File: src/rtl/jk_bank_scheduler.sv
// Round-robin scheduler in front of a bank of JK cells (D flip-flops with JK next-state logic).
// Accepts one J/K command per three cycles and reports a registered completion.
module jk_bank_scheduler #(
  parameter int unsigned WIDTH  = 8,
  parameter int unsigned ADDR_W = 3
) (
  input  logic              clk,
  input  logic              rst_n,
  input  logic              req0_valid,
  output logic              req0_ready,
  input  logic [ADDR_W-1:0] req0_addr,
  input  logic [1:0]        req0_op,
  input  logic              req1_valid,
  output logic              req1_ready,
  input  logic [ADDR_W-1:0] req1_addr,
  input  logic [1:0]        req1_op,
  output logic [WIDTH-1:0]  q,
  output logic              busy,
  output logic              done_valid,
  output logic              done_id,
  output logic              done_q,
  output logic              done_err
);

  typedef enum logic [1:0] {StIdle, StApply, StResp} state_e;

  state_e            state_q, state_d;
  logic [ADDR_W-1:0] addr_q;
  logic [1:0]        op_q;
  logic              id_q;
  logic              last_grant_q;
  logic              grant0, grant1;
  logic              accept, accept_id;
  logic              addr_err;
  logic [WIDTH-1:0]  q_d;
  logic              cell_new;

  // Contention goes to the requester that did not win last time.
  always_comb begin
    grant0 = 1'b0;
    grant1 = 1'b0;
    if (req0_valid && req1_valid) begin
      grant0 = last_grant_q;
      grant1 = !last_grant_q;
    end else begin
      grant0 = req0_valid;
      grant1 = req1_valid;
    end
    req0_ready = (state_q == StIdle) && grant0;
    req1_ready = (state_q == StIdle) && grant1;
    accept     = req0_ready || req1_ready;
    accept_id  = req1_ready;
  end

  assign addr_err = (32'(addr_q) >= WIDTH);
  assign busy     = (state_q != StIdle);

  // Only the addressed cell sees a non-zero J/K; all others hold.
  always_comb begin
    q_d      = q;
    cell_new = 1'b0;
    for (int unsigned i = 0; i < WIDTH; i++) begin
      logic j, k;
      j = 1'b0;
      k = 1'b0;
      if (state_q == StApply && 32'(addr_q) == i) begin
        j = op_q[1];
        k = op_q[0];
      end
      q_d[i] = (j & ~q[i]) | (~k & q[i]);
      if (state_q == StApply && 32'(addr_q) == i) begin
        cell_new = q_d[i];
      end
    end
  end

  always_comb begin
    state_d = state_q;
    unique case (state_q)
      StIdle:  if (accept) state_d = StApply;
      StApply: state_d = StResp;
      StResp:  state_d = StIdle;
      default: state_d = StIdle;
    endcase
  end

  always_ff @(posedge clk or negedge rst_n) begin
    if (!rst_n) begin
      state_q      <= StIdle;
      addr_q       <= '0;
      op_q         <= '0;
      id_q         <= 1'b0;
      last_grant_q <= 1'b1;
    end else begin
      state_q <= state_d;
      if (accept) begin
        addr_q       <= accept_id ? req1_addr : req0_addr;
        op_q         <= accept_id ? req1_op : req0_op;
        id_q         <= accept_id;
        last_grant_q <= accept_id;
      end
    end
  end

  // Completion fields are loaded at the end of APPLY so they are visible during RESP.
  always_ff @(posedge clk or negedge rst_n) begin
    if (!rst_n) begin
      q          <= '0;
      done_valid <= 1'b0;
      done_id    <= 1'b0;
      done_q     <= 1'b0;
      done_err   <= 1'b0;
    end else begin
      q          <= q_d;
      done_valid <= (state_q == StApply);
      done_q     <= (state_q == StApply) && !addr_err && cell_new;
      done_err   <= (state_q == StApply) && addr_err;
      if (state_q == StApply) begin
        done_id <= id_q;
      end
    end
  end

endmodule

File: config.mk
export PLATFORM = sky130hd
export DESIGN_NAME = jk_bank_scheduler
export DESIGN_NICKNAME = d
export VERILOG_FILES = /design/src/rtl/jk_bank_scheduler.sv
export SDC_FILE = /design/constraint.sdc
export NUM_CORES = 1
export LEC_CHECK = 0
export CAP_MARGIN = 25
export CELL_PAD_IN_SITES_DETAIL_PLACEMENT = 0
export CELL_PAD_IN_SITES_GLOBAL_PLACEMENT = 1
export CORE_ASPECT_RATIO = 1.75
export CORE_MARGIN = 5
export CORE_UTILIZATION = 35
export DETAILED_ROUTE_END_ITERATION = 16
export PLACE_DENSITY_LB_ADDON = 0.1
export SYNTH_ARGS = -nofsm -noshare
export SYNTH_HDL_FRONTEND = slang
export SYNTH_SLANG_ARGS = --single-unit
export TNS_END_PERCENT = 5
File: constraint.sdc
create_clock -name clk -period 1.6 [get_ports clk]
set_clock_uncertainty 0.05 [all_clocks]
set_input_delay 0.32 -clock clk [delete_from_list [all_inputs] [get_ports clk]]
set_output_delay 0.32 -clock clk [all_outputs]
set_load 0.02 [all_outputs]
==> flow_summary.toml <==
[cells_and_area]
fin_util_pct = 51.47
syn_to_final_growth_pct = 42.29
layout_common_cells = "dfrtp_1, clkdlybuf4s50_1, buf_4"
antennaDiodeCount = 0
final_nets = 158
final_common_cell = "dfrtp_1"
drive_gt1_share_pct = 20.98

[synth]
ys_warn_count = 0
synth_top_area_share_pct = 45.40
synth_edf_count = 0
async_reset_ff_share_pct = 100.0
ys_top_cells_by_area = "dfrtp_1, a31oi_1, a221o_1"
synth_seq_area_share_pct = 47.91
synth_area_um2 = 1047
synth_nets = 119
ys.flop_type = "dfrtp_1"
avgSynthCellArea_um2 = 9.974
syn_inst = 105
yosys.area.top_type = "dfrtp_1"
synth_cell_types = 33
synth-seq-cells = 20

[global_route]
overflow = 0
grt_max_degree = 16
antenna_found_initial = 0
track_usage_pct = 13.30
grt_pass1_vias = 910
grt_pass1_wl_mm = 4.243

[floorplanning]
chipWidth_um = 51.35
coreArea_um2 = 2895
die-area_um2 = 4229
row_count = 26
ioPinCount = 29
floorplan.initialDensity_pct = 36.17
die_y_um = 82.36

[worst_setup_path]
cp-end-kind = "primary output"
cp.required_ps = 1230
worst-path-buf-inv = 2
cpMaxStageDelayCell = "clkdlybuf4s50_1"
cp_top_family = "buffers and inverters"
max_stage_delay_ps = 500
path_class = "in2out"
crit_path_start_kind = "input port"
worstPathCellList = "clkdlybuf4s50_1 -> nand2_1 -> and3_4 -> buf_6"
crit_fanout = 7
crit_arrival_ps = 1210

[route]
dr.pass1.iters = 4
wl_per_cell_um = 15.18
ant_nets = 0
drt-initial-drc-count = 19
num_vias = 936
wl_mm = 2.595
drc = 0
viasPerCell = 5.474

[timing]
slew_violations = 0
finalSetupTns_ps = 0
fin_crit_ps = 1578
hold_slack_ps = 258.7
rsz0062_at_grt = "yes"
min_period_over_period_pct = 98.63
setup_viol = 0
setup_ws_ps = 21.89
final-hold-violation-count = 0
timing.fmax_mhz = 633.7

[pwr]
vdd_drop_max_v = 0.0008897
p_per_area_nw_per_um2 = 2081
p_leak_nw = 0.6874

[outcome]
status = "completed"

[clock_network]
numCtsBuffers = 3
root_buffer = "clkbuf_8"
clk_pin_slew_ps = 70
clock_sinks = 20
h-tree-depth = 1
clockBufferDepth = 2
cts_tree = "done"
worstSkewPairLatency_ps = 250

[placement]
port_buffers = 27
place_congestion = 0.7793
dp_slack_ps = -493.7
dpl.hpwl_mm = 2.019

[min_path]
hold_class = "in2async"

[run]
drv_cap = 0
==> state kept, by name (all words and copies together) (netlist names) <==
| register | flops |
|---|---|
| done_q | 1 |
| op_q | 2 |
| done_id | 1 |
| last_grant_q | 1 |
| q | 8 |
| state_q | 2 |
| done_valid | 1 |
| addr_q | 3 |
| id_q | 1 |
==> metal layers <==
| metal | routed length, um | part of all wire [%] | up-vias | track usage [%] |
|---|---|---|---|---|
| li1 | - | - | 466 | - |
| met1 | 1033 | 40 | 440 | 14.01 |
| met2 | 1390 | 54 | 28 | 25.45 |
| met3 | 144 | 5.5 | 2 | 2.873 |
| met4 | 25 | 0.96 | 0 | 4.724 |
| met5 | 0 | 0 | - | 0 |
==> through the flow <==
step,power [W],instance area [um2],instances
6_report,0.003100,1490,171
5_1_grt,0.003340,1490,171
4_1_cts,0.003093,1470,170
3_5_place_dp,0.002773,1418,166
3_3_place_gp,0.002756,1418,166
2_1_floorplan,0.002015,1047,105
==> cell usage after synthesis (2+ instances only) <==
| cell | n |
|---|---|
| nand2b_1 | 2 |
| a21oi_1 | 9 |
| buf_2 | 5 |
| nand2_1 | 4 |
| nand3b_1 | 2 |
| and3_1 | 2 |
| a221o_1 | 5 |
| and2_0 | 5 |
| a31oi_1 | 10 |
| nor2_1 | 4 |
| inv_1 | 8 |
| nor2b_1 | 2 |
| dfrtp_1 | 19 |
| o21ai_0 | 3 |
| a41oi_1 | 5 |
| mux2i_1 | 3 |
==> where the power goes <==
group	internal (W)	leakage [nW]	total, W	switching, W
logic	0.000803	0.412	0.00165	0.000846
registers	0.000762	0.246	0.00107	0.000312
clock network	0.000219	0.0288	0.000377	0.000159
==> final cells by class <==
class	count	area [um2]
Fill cell	281	1405
Sequential cell	20	501.7
Multi-Input combinational cell	69	495.5
Timing Repair Buffer	42	372.9
Clock buffer	4	55.05
Tap cell	28	35.03
Inverter	8	30.03
==> worst paths after layout <==
path                                    to  cells after the start  slack [ps]  startpoint
worst min register to register     done_id                      2         430     done_id
max in group asynchronous        addr_q[1]                      2         750       rst_n
worst max-delay path            req1_ready                      4          20  req0_valid
worst min-delay path                  q[6]                      1         260       rst_n
min in group clk                   done_id                      2         430     done_id
worst max register to register      done_q                      5          80   addr_q[0]
==> worst reg2reg max path: stages (launching register included) <==
cell	delay, ps
dfrtp_1	590
buf_4	200
mux2i_1	180
nand3b_1	90
a21oi_1	200
o31a_1	150
==> what timing repair did <==
| item | in CTS | in global routing |
|---|---|---|
| gates cloned | 0 | 0 |
| resized for setup | 24 | 6 |
| endpoints found under the setup margin | 11 | 4 |
| setup buffers | 0 | 1 |
| hold buffers | 0 | 0 |
| pin swaps | 1 | 1 |
==> kinds of logic (layout without fill, tap and decap cells) <==
kind of cell	Yosys count	count (layout)	synth area share [%]
other	1	1	0.3581
and+or+nand+nor	25	25	14.81
DFF	20	20	47.91
muxes	4	4	3.943
AOI/OAI and AO/OA	39	39	26.28
buffers and inverters	16	54	6.690
Power figures use the tool's default switching activity.
